### config.mk
export PLATFORM = sky130hd
export DESIGN_NAME = alu_op_sequencer_flat
export DESIGN_NICKNAME = d
export VERILOG_FILES = /design/src/rtl/alu_op_sequencer_if.sv /design/src/rtl/alu_op_sequencer.sv /design/src/flat_wrapper.sv
export SDC_FILE = /design/constraint.sdc
export NUM_CORES = 1
export LEC_CHECK = 0
export CAP_MARGIN = 20
export CORE_ASPECT_RATIO = 0.9
export CORE_MARGIN = 1.5
export CORE_UTILIZATION = 40
export CTS_CLUSTER_DIAMETER = 40
export DETAILED_ROUTE_END_ITERATION = 8
export HOLD_SLACK_MARGIN = 0.02
export PLACE_DENSITY = 0.71
export SLEW_MARGIN = 20
export SYNTH_ARGS = -nofsm -noshare
export SYNTH_HDL_FRONTEND = slang
export SYNTH_SLANG_ARGS = --single-unit
### constraint.sdc
create_clock -name clk -period 4.75 [get_ports clk]
set_input_delay 0.95 -clock clk [delete_from_list [all_inputs] [get_ports clk]]
set_output_delay 0.95 -clock clk [all_outputs]
set_load 0.02 [all_outputs]
### src/rtl/alu_op_sequencer_if.sv
// Request/response and datapath-strobe bundle for the ALU op sequencer.
// master = sequencer side, slave = requester/datapath side.
interface alu_op_sequencer_if;
   logic       req_valid;
   logic       req_ready;
   logic [2:0] req_op;
   logic [3:0] req_a;
   logic [3:0] req_b;
   logic [3:0] Datain;
   logic       ldA;
   logic       ldB;
   logic       aCmp;
   logic       aAdd;
   logic       aSub;
   logic       aDiv;
   logic       aMul;
   logic [7:0] Y;
   logic       rsp_valid;
   logic       rsp_ready;
   logic [7:0] rsp_data;
   logic [1:0] rsp_err;

   modport master (
      input  req_valid, req_op, req_a, req_b, Y, rsp_ready,
      output req_ready, Datain, ldA, ldB, aCmp, aAdd, aSub, aDiv, aMul,
             rsp_valid, rsp_data, rsp_err
   );

   modport slave (
      output req_valid, req_op, req_a, req_b, Y, rsp_ready,
      input  req_ready, Datain, ldA, ldB, aCmp, aAdd, aSub, aDiv, aMul,
             rsp_valid, rsp_data, rsp_err
   );
endinterface

### src/rtl/alu_op_sequencer.sv
// Turns one opcode+operand request into the ALU datapath load/operate strobe
// sequence and returns the sampled Y result on a valid/ready response channel.
module alu_op_sequencer #(
   parameter int unsigned EXEC_CYCLES = 2,
   parameter int unsigned CNT_W       = 8
) (
   input  logic               clk,
   input  logic               rst_n,
   alu_op_sequencer_if.master bus,
   output logic               busy,
   output logic [CNT_W-1:0]   op_count
);
   localparam int unsigned EXEC_W = (EXEC_CYCLES > 1) ? $clog2(EXEC_CYCLES) : 1;
   localparam int unsigned OPS    = 5;

   typedef enum logic [2:0] {S_IDLE, S_LDA, S_LDB, S_EXEC, S_DONE} state_e;

   state_e             state_q, state_d;
   logic [2:0]         op_q, op_d;
   logic [3:0]         b_q, b_d;
   logic [EXEC_W-1:0]  cnt_q, cnt_d;
   logic [3:0]         datain_q, datain_d;
   logic               ld_a_q, ld_a_d;
   logic               ld_b_q, ld_b_d;
   logic [OPS-1:0]     strb_q, strb_d;
   logic               rsp_valid_q, rsp_valid_d;
   logic [7:0]         rsp_data_q, rsp_data_d;
   logic [1:0]         rsp_err_q, rsp_err_d;
   logic               busy_q, busy_d;
   logic [CNT_W-1:0]   op_count_q, op_count_d;

   // Next-state and next-output logic; outputs are computed for the state being entered.
   always_comb begin
      state_d     = state_q;
      op_d        = op_q;
      b_d         = b_q;
      cnt_d       = cnt_q;
      datain_d    = datain_q;
      ld_a_d      = 1'b0;
      ld_b_d      = 1'b0;
      strb_d      = strb_q;
      rsp_valid_d = rsp_valid_q;
      rsp_data_d  = rsp_data_q;
      rsp_err_d   = rsp_err_q;
      op_count_d  = op_count_q;

      unique case (state_q)
         S_IDLE: begin
            if (bus.req_valid) begin
               op_d = bus.req_op;
               b_d  = bus.req_b;
               if (bus.req_op > 3'd4) begin
                  state_d     = S_DONE;
                  rsp_valid_d = 1'b1;
                  rsp_data_d  = 8'h00;
                  rsp_err_d   = 2'b01;
               end else if (bus.req_op == 3'd3 && bus.req_b == 4'd0) begin
                  state_d     = S_DONE;
                  rsp_valid_d = 1'b1;
                  rsp_data_d  = 8'hFF;
                  rsp_err_d   = 2'b10;
               end else begin
                  state_d  = S_LDA;
                  datain_d = bus.req_a;
                  ld_a_d   = 1'b1;
               end
            end
         end
         S_LDA: begin
            state_d  = S_LDB;
            datain_d = b_q;
            ld_b_d   = 1'b1;
         end
         S_LDB: begin
            state_d = S_EXEC;
            cnt_d   = EXEC_W'(EXEC_CYCLES - 1);
            strb_d  = OPS'(1) << op_q;
         end
         S_EXEC: begin
            if (cnt_q == '0) begin
               state_d     = S_DONE;
               strb_d      = '0;
               rsp_valid_d = 1'b1;
               rsp_data_d  = bus.Y;
               rsp_err_d   = 2'b00;
            end else begin
               cnt_d = cnt_q - EXEC_W'(1);
            end
         end
         S_DONE: begin
            if (bus.rsp_ready) begin
               state_d     = S_IDLE;
               rsp_valid_d = 1'b0;
               op_count_d  = op_count_q + CNT_W'(1);
            end
         end
         default: state_d = S_IDLE;
      endcase

      busy_d = (state_d != S_IDLE);
   end

   always_ff @(posedge clk) begin
      if (!rst_n) begin
         state_q     <= S_IDLE;
         op_q        <= '0;
         b_q         <= '0;
         cnt_q       <= '0;
         datain_q    <= '0;
         ld_a_q      <= 1'b0;
         ld_b_q      <= 1'b0;
         strb_q      <= '0;
         rsp_valid_q <= 1'b0;
         rsp_data_q  <= '0;
         rsp_err_q   <= '0;
         busy_q      <= 1'b0;
         op_count_q  <= '0;
      end else begin
         state_q     <= state_d;
         op_q        <= op_d;
         b_q         <= b_d;
         cnt_q       <= cnt_d;
         datain_q    <= datain_d;
         ld_a_q      <= ld_a_d;
         ld_b_q      <= ld_b_d;
         strb_q      <= strb_d;
         rsp_valid_q <= rsp_valid_d;
         rsp_data_q  <= rsp_data_d;
         rsp_err_q   <= rsp_err_d;
         busy_q      <= busy_d;
         op_count_q  <= op_count_d;
      end
   end

   assign bus.req_ready = (state_q == S_IDLE);
   assign bus.Datain    = datain_q;
   assign bus.ldA       = ld_a_q;
   assign bus.ldB       = ld_b_q;
   assign bus.aCmp      = strb_q[0];
   assign bus.aAdd      = strb_q[1];
   assign bus.aSub      = strb_q[2];
   assign bus.aDiv      = strb_q[3];
   assign bus.aMul      = strb_q[4];
   assign bus.rsp_valid = rsp_valid_q;
   assign bus.rsp_data  = rsp_data_q;
   assign bus.rsp_err   = rsp_err_q;
   assign busy          = busy_q;
   assign op_count      = op_count_q;
endmodule

### src/flat_wrapper.sv
// flat-port wrapper written by rule: the top's interface ports become plain ports
module alu_op_sequencer_flat 
#(
   parameter int unsigned EXEC_CYCLES = 2,
   parameter int unsigned CNT_W       = 8
)
  (clk, rst_n, busy, op_count, bus_req_valid, bus_req_op, bus_req_a, bus_req_b, bus_Y, bus_rsp_ready, bus_req_ready, bus_Datain, bus_ldA, bus_ldB, bus_aCmp, bus_aAdd, bus_aSub, bus_aDiv, bus_aMul, bus_rsp_valid, bus_rsp_data, bus_rsp_err);
  alu_op_sequencer_if bus_i ();
  input  logic clk;
  input  logic rst_n;
  output logic busy;
  output logic [CNT_W-1:0] op_count;
  input wire logic [$bits(bus_i.req_valid)-1:0] bus_req_valid;
  input wire logic [$bits(bus_i.req_op)-1:0] bus_req_op;
  input wire logic [$bits(bus_i.req_a)-1:0] bus_req_a;
  input wire logic [$bits(bus_i.req_b)-1:0] bus_req_b;
  input wire logic [$bits(bus_i.Y)-1:0] bus_Y;
  input wire logic [$bits(bus_i.rsp_ready)-1:0] bus_rsp_ready;
  output wire logic [$bits(bus_i.req_ready)-1:0] bus_req_ready;
  output wire logic [$bits(bus_i.Datain)-1:0] bus_Datain;
  output wire logic [$bits(bus_i.ldA)-1:0] bus_ldA;
  output wire logic [$bits(bus_i.ldB)-1:0] bus_ldB;
  output wire logic [$bits(bus_i.aCmp)-1:0] bus_aCmp;
  output wire logic [$bits(bus_i.aAdd)-1:0] bus_aAdd;
  output wire logic [$bits(bus_i.aSub)-1:0] bus_aSub;
  output wire logic [$bits(bus_i.aDiv)-1:0] bus_aDiv;
  output wire logic [$bits(bus_i.aMul)-1:0] bus_aMul;
  output wire logic [$bits(bus_i.rsp_valid)-1:0] bus_rsp_valid;
  output wire logic [$bits(bus_i.rsp_data)-1:0] bus_rsp_data;
  output wire logic [$bits(bus_i.rsp_err)-1:0] bus_rsp_err;
  assign bus_i.req_valid = bus_req_valid;
  assign bus_i.req_op = bus_req_op;
  assign bus_i.req_a = bus_req_a;
  assign bus_i.req_b = bus_req_b;
  assign bus_i.Y = bus_Y;
  assign bus_i.rsp_ready = bus_rsp_ready;
  assign bus_req_ready = bus_i.req_ready;
  assign bus_Datain = bus_i.Datain;
  assign bus_ldA = bus_i.ldA;
  assign bus_ldB = bus_i.ldB;
  assign bus_aCmp = bus_i.aCmp;
  assign bus_aAdd = bus_i.aAdd;
  assign bus_aSub = bus_i.aSub;
  assign bus_aDiv = bus_i.aDiv;
  assign bus_aMul = bus_i.aMul;
  assign bus_rsp_valid = bus_i.rsp_valid;
  assign bus_rsp_data = bus_i.rsp_data;
  assign bus_rsp_err = bus_i.rsp_err;
  alu_op_sequencer #(.EXEC_CYCLES(EXEC_CYCLES), .CNT_W(CNT_W)) u_core (.clk(clk), .rst_n(rst_n), .bus(bus_i), .busy(busy), .op_count(op_count));
endmodule
==> results of run 1 <==
-- area by class of cell --
class                           count  area, um^2
Tap cell                           48        60.1
Multi-Input combinational cell    140         827
Clock inverter                      1        5.00
Fill cell                         388        1740
Sequential cell                    42         841
Clock buffer                        7        86.3
Inverter                            3        11.3
Timing Repair Buffer               56         556
-- sequential cells by signal, summed over array words and instances, names as in the netlist --
signal,flops
u_core.b_q,4
u_core.bus.Datain,4
u_core.bus.ldA,1
u_core.bus.ldB,1
u_core.bus.rsp_data,8
u_core.bus.rsp_err,2
u_core.bus.rsp_valid,1
u_core.busy,1
u_core.cnt_q,1
u_core.op_count,8
u_core.op_q,3
u_core.state_q,3
u_core.strb_q,5
-- routing by layer --
metal  wire length, um  up-vias  global-route usage  share of wire
met5                 0        -                   0              0
met4                37        0              0.0495         0.0095
met3               192        4              0.0475          0.049
met2              1840       43               0.314           0.47
met1              1840      711               0.220           0.47
li1                  -      795                   -              -
-- metrics by stage --
stage                     setup WS [ns]   util  instances  area, um^2  hold WS, ns
after global routing               1.83  0.578        297        2390        0.474
final                              1.91  0.578        297        2390        0.460
after global placement             1.82  0.556        289        2290        0.444
after CTS                          1.90  0.578        297        2390        0.461
after detailed placement           1.77  0.556        289        2290        0.449
after floorplan                    2.55      -        196        1740        0.436
-- final timing paths --
| check | end | slack (ns) | start | depth (start not counted) |
|---|---|---|---|---|
| worst min register to register | u_core.bus.rsp_data[0]$_SDFFE_PN0P_ | 0.46 | u_core.bus.rsp_data[0]$_SDFFE_PN0P_ | 2 |
| worst min-delay path | u_core.bus.rsp_data[0]$_SDFFE_PN0P_ | 0.46 | u_core.bus.rsp_data[0]$_SDFFE_PN0P_ | 2 |
| worst max-delay path | bus_req_ready | 1.91 | u_core.state_q[0]$_SDFF_PN0_ | 2 |
| worst max register to register | u_core.bus.rsp_data[3]$_SDFFE_PN0P_ | 2.73 | u_core.state_q[0]$_SDFF_PN0_ | 4 |
-- cells by family (layout without fill, tap and decap cells) --
kind of cell,after synthesis,count (layout),synth area share
xor gates and xnor gates,5,5,0.0251
adders and majority gates,1,1,0.00718
DFF,42,42,0.483
AOI/OAI and AO/OA,47,47,0.170
buffers and inverters,14,67,0.0424
and+or+nand+nor,77,77,0.215
muxes,10,10,0.0575
-- tightest hold or removal path, delay by kind of cell (launching register included) --
family | cells | cell delay (ns)
mux | 1 | 0.05
simple gates | 1 | 0.05
flops | 1 | 0.31
-- synth_stat cells, types with 3 or more instances --
cell type  instances  area share
o21ai_0           13       0.037
nand3b_1           5       0.022
clkbuf_1           6       0.013
nor2_1            16       0.034
dfxtp_1           42        0.48
o221ai_1           4       0.020
xor2_1             4       0.020
a2bb2oi_1          3       0.015
nor2b_1            3       0.011
nand3_1            3      0.0086
mux2i_1           10       0.057
a21oi_1           17       0.049
nand2_1           33       0.071
nand4_1            5       0.018
nor3_1             3      0.0086
-- power groups by stage --
| stage | clock network (mW) | logic, mW | registers (mW) |
|---|---|---|---|
| after floorplan | 0 | 0.0951 | 0.437 |
| after global placement | 0 | 0.196 | 0.418 |
| after detailed placement | 0 | 0.198 | 0.418 |
| after CTS | 0.237 | 0.200 | 0.410 |
| after global routing | 0.250 | 0.216 | 0.414 |
| final | 0.231 | 0.198 | 0.410 |
==> results.md, run 1 <==
- Clock share of power: 0.275
- CP endpoint kind: output pin
- H-tree levels: 2
- CTS tree: done
- Antenna Diode Count: 0
- Pwr Density: 352 nW/um^2
- Required time of the critical path: 3.80 ns
- Crit share post-route: 0.597
- Switching power share of the total: 0.285
- Fraction of final layout cells sized beyond drive strength 1: 0.0361
- TritonCTS sink count: 42
- Total leakage power: 0.863 nW
- Aggregate routed wire length: 3910 um
- Unrepaired setup endpoints after global routing: no
- Area of the die: 4760 um^2
- Cell internal power dissipation: 0.600 mW
- Flip-flop and latch count after synthesis: 42
- Largest driver fanout on the critical path: 14
- IR drop worst, VDD: 0.217 mV
- Max stage delay on crit path: 0.71 ns
- Post-synthesis instance area: 1740 um^2
- Source-to-sink clock delay at the later pin of the worst-skew pair: 0.28 ns
- CTS Buf Count: 5
- Number of top-level design ports: 55
- Part of the power in combinational logic: 0.236
- Slew margin rel.: 0.577
- Number of I/O port buffers: 54
- Worst clock skew on the final layout: 0.00461 ns
- Crit start category: flip-flop
- Buffer cell driving the clock tree root: clkbuf_8
- Post-CTS clock slew at the launch and capture registers of the worst setup and hold paths: 0.08 ns
- Type of the most critical hold path: reg2reg
- Mean Syn Cell Area: 8.89 um^2
- Setup TNS Final: 0 ns
- Slowest cell on the critical path: clkdlybuf4s50_1
- Post-synth top flop: dfxtp_1
- Actual transition at the worst max-transition pin: 0.635 ns
- Number of max-slew violations in the final report: 0
- Most common cell after layout, fill and taps aside: clkdlybuf4s50_1
- Worst-case clock buffer depth: 2
- Critical-path cell list: nor3_1 > clkdlybuf4s50_1
- Number of endpoints failing setup at the final stage: 0
- Remaining number of nets flagged by the antenna check after routing: 0
- Core area: 4130 um^2
- Seq/Total Area, Yosys: 0.483
- Fmax: 352 MHz
- Post-synth EDFFs: 0
- Largest delay share family, worst path: buffers and inverters
- Layout Area Growth over Synthesis: 37.0%
- Critical path class: reg2out
- Via count: 1553
- Total net switching power: 0.239 mW
- Minimum period implied by the final worst setup slack: 2.84 ns
- Net Count, Synth: 220
- Number of different library cells in the post-synthesis netlist: 38
- Wire length of the first global-routing pass: 6790 um
- Final GP Congestion: 0.796
- Power after layout: 0.839 mW
- Die X: 72.6 um
- DRC violations left: 0
- Share of async-settable or async-resettable flops after synthesis: 0
- Vias in the first global route: 1526
- Global Route Usage Sum: 0.181
- Total of hold buffers inserted after clock tree synthesis: 0
- Setup bufs post-CTS: 0
- Initial DRC count: 58
- Number of buffers and inverters on the critical path: 1
- Total of max-cap violations: 0
- Num rows: 22
- Via density per instance: 5.23
- Fraction of power consumed by sequential logic: 0.489
- Commonest non-fill, non-tap cells in the layout: 54 x clkdlybuf4s50_1, 42 x dfxtp_1, 33 x nand2_1, 17 x a21oi_1, 16 x nor2_1
- Antenna violations before repair: 0
- Count of final hold-check violations: 0
- Crit path DAT: 1.89 ns
- Syn Inst Count: 196
- Resize count post-CTS: 0
- Detailed-route wire length per cell: 13.2 um
- Number of nets in the layout: 272
- Status: complete, no violations
- DP Wirelength: 2850 um
- Initial Util: 0.422
- Pin count of the biggest net entering global routing: 25
- Vertical extent of the die: 65.6 um
- Warning count from the yosys run: 0
- Overflow left after global routing: 0
- 1st-pass router iterations: 4
No activity file was read; power rests on OpenSTA's default activity.
==> run 2: changes to the inputs <==
--- a/config.mk
+++ b/config.mk
@@ -12,7 +12,7 @@
 export CTS_CLUSTER_DIAMETER = 40
 export DETAILED_ROUTE_END_ITERATION = 8
 export HOLD_SLACK_MARGIN = 0.02
-export PLACE_DENSITY = 0.71
+export PLACE_DENSITY = 0.73
 export SLEW_MARGIN = 20
 export SYNTH_ARGS = -nofsm -noshare
 export SYNTH_HDL_FRONTEND = slang
==> constraint.sdc (replaced) <==
create_clock -name clk -period 2.3 [get_ports clk]
set_input_delay 0.46 -clock clk [delete_from_list [all_inputs] [get_ports clk]]
set_output_delay 0.46 -clock clk [all_outputs]
set_load 0.02 [all_outputs]
==> run 2 against run 1 <==
Net effect:
- register-to-register slack got worse by 2.2 ns
- sequential power increased by 100%
- combinational power increased by 130%
- cell area increased by 4.0%
- clock power increased by 110%
- highest routed layer unchanged
==> results.md, run 2 (synthesis results as in run 1) <==
- Status: complete, no violations
- Fmax: 464 MHz
- Crit path DAT: 1.69 ns
- Pwr Density: 719 nW/um^2
- Wire length of the first global-routing pass: 6790 um
- Switching power share of the total: 0.286
- Initial DRC count: 95
- Detailed-route wire length per cell: 13.4 um
- Die X: 72.6 um
- Endpoint of the worst-slack reg-to-reg timing path: u_core.bus.rsp_data[3]$_SDFFE_PN0P_
- CTS Buf Count: 5
- TritonCTS sink count: 42
- Fraction of power consumed by sequential logic: 0.469
- Number of I/O port buffers: 54
- Remaining number of nets flagged by the antenna check after routing: 0
- Core area: 4130 um^2
- DRC violations left: 0
- CTS tree: done
- Reg2Reg Depth: 6
- Origin of the worst min-delay path: u_core.strb_q[1]$_SDFFE_PN0P_
- Required time of the critical path: 1.84 ns
- R2r startpoint: u_core.state_q[0]$_SDFF_PN0_
- Fraction of final layout cells sized beyond drive strength 1: 0.0769
- Worst Hold Depth: 2
- Num rows: 22
- Layout Area Growth over Synthesis: 42.5%
- Vias in the first global route: 1570
- Part of the power in combinational logic: 0.260
- Cell internal power dissipation: 1.27 mW
- Slew margin rel.: 0.677
- Total of hold buffers inserted after clock tree synthesis: 0
- Initial Util: 0.422
- Overflow left after global routing: 0
- Setup TNS Final: 0 ns
- Global Route Usage Sum: 0.183
- Crit start category: flip-flop
- Critical path class: reg2out
- Number of endpoints failing setup at the final stage: 0
- H-tree levels: 2
- Setup slack of the worst register-to-register path: 0.55 ns
- Crit share post-route: 0.937
- Setup ws final: 0.146 ns
- Buffer cell driving the clock tree root: clkbuf_8
- Pin count of the biggest net entering global routing: 25
- DP Wirelength: 3050 um
- IR drop worst, VDD: 0.452 mV
- Count of final hold-check violations: 0
- Post-CTS clock slew at the launch and capture registers of the worst setup and hold paths: 0.07 ns
- Aggregate routed wire length: 4140 um
- Via density per instance: 5.29
- Area of the die: 4760 um^2
- Final GP Congestion: 0.776
- Clock share of power: 0.271
- Minimum hold slack: 0.453 ns
- Antenna Diode Count: 0
- Worst clock skew on the final layout: 0.00935 ns
- Source-to-sink clock delay at the later pin of the worst-skew pair: 0.29 ns
- Resize count post-CTS: 0
- Number of max-slew violations in the final report: 0
- Worst Setup Slack post-DPL: 0.0943 ns
- 1st-pass router iterations: 4
- Setup bufs post-CTS: 0
- Number of top-level design ports: 55
- Hold Path End: u_core.strb_q[1]$_SDFFE_PN0P_
- Actual transition at the worst max-transition pin: 0.484 ns
- Unrepaired setup endpoints after global routing: no
- Total of max-cap violations: 0
- Commonest non-fill, non-tap cells in the layout: 54 x clkdlybuf4s50_1, 42 x dfxtp_1, 33 x nand2_1, 17 x a21oi_1, 16 x nor2_1
- Worst-case clock buffer depth: 2
- Most common cell after layout, fill and taps aside: clkdlybuf4s50_1
- Total leakage power: 0.921 nW
- Largest driver fanout on the critical path: 10
- Type of the most critical hold path: reg2reg
- Total net switching power: 0.510 mW
- Vertical extent of the die: 65.6 um
- CP endpoint kind: output pin
- Minimum period implied by the final worst setup slack: 2.15 ns
- Antenna violations before repair: 0
- Via count: 1630
- Number of nets in the layout: 283
run 2: how the worst max path moves through the flow:
stage / startpoint / endpoint / cells past startpoint
after floorplan: u_core.state_q[0]$_SDFF_PN0_ / u_core.bus.Datain[0]$_SDFFE_PN0P_ / 4
after global placement: bus_req_valid / u_core.bus.Datain[0]$_SDFFE_PN0P_ / 5
after detailed placement: bus_req_valid / u_core.bus.Datain[0]$_SDFFE_PN0P_ / 5
after CTS: u_core.state_q[1]$_SDFF_PN0_ / bus_req_ready / 2
after global routing: u_core.state_q[1]$_SDFF_PN0_ / bus_req_ready / 2
final: u_core.state_q[1]$_SDFF_PN0_ / bus_req_ready / 2
run 2: worst max-delay path: stages, from the launching register on:
cell	delay, ns
dfxtp_1	0.40
nor3_1	0.34
clkdlybuf4s50_1	0.68
run 2: layer usage:
metal | vias up | global-route usage | wire length, um
li1 | 814 | - | -
met5 | - | 0 | 0
met3 | 4 | 0.0521 | 194
met4 | 0 | 0.0590 | 25
met1 | 762 | 0.216 | 1880
met2 | 50 | 0.319 | 2040
run 2: power groups by stage:
stage | logic, mW | clock network [mW] | registers (mW)
5_1_grt | 0.499 | 0.528 | 0.844
2_1_floorplan | 0.196 | 0 | 0.903
4_1_cts | 0.467 | 0.489 | 0.838
3_5_place_dp | 0.464 | 0 | 0.854
6_report | 0.464 | 0.483 | 0.838
3_3_place_gp | 0.458 | 0 | 0.853
run 2: through the flow:
step | power (mW) | utilization | instance area [um^2] | cells
final | 1.78 | 0.601 | 2480 | 308
after CTS | 1.79 | 0.601 | 2480 | 308
after detailed placement | 1.32 | 0.579 | 2390 | 300
after floorplan | 1.10 | - | 1740 | 196
after global placement | 1.31 | 0.579 | 2390 | 300
after global routing | 1.87 | 0.601 | 2480 | 308
run 2: final cells by class:
| type | count | area (um^2) |
|---|---|---|
| Clock buffer | 7 | 86.3 |
| Sequential cell | 42 | 841 |
| Inverter | 3 | 11.3 |
| Clock inverter | 1 | 5.00 |
| Tap cell | 48 | 60.1 |
| Timing Repair Buffer | 67 | 651 |
| Multi-Input combinational cell | 140 | 827 |
| Fill cell | 394 | 1650 |
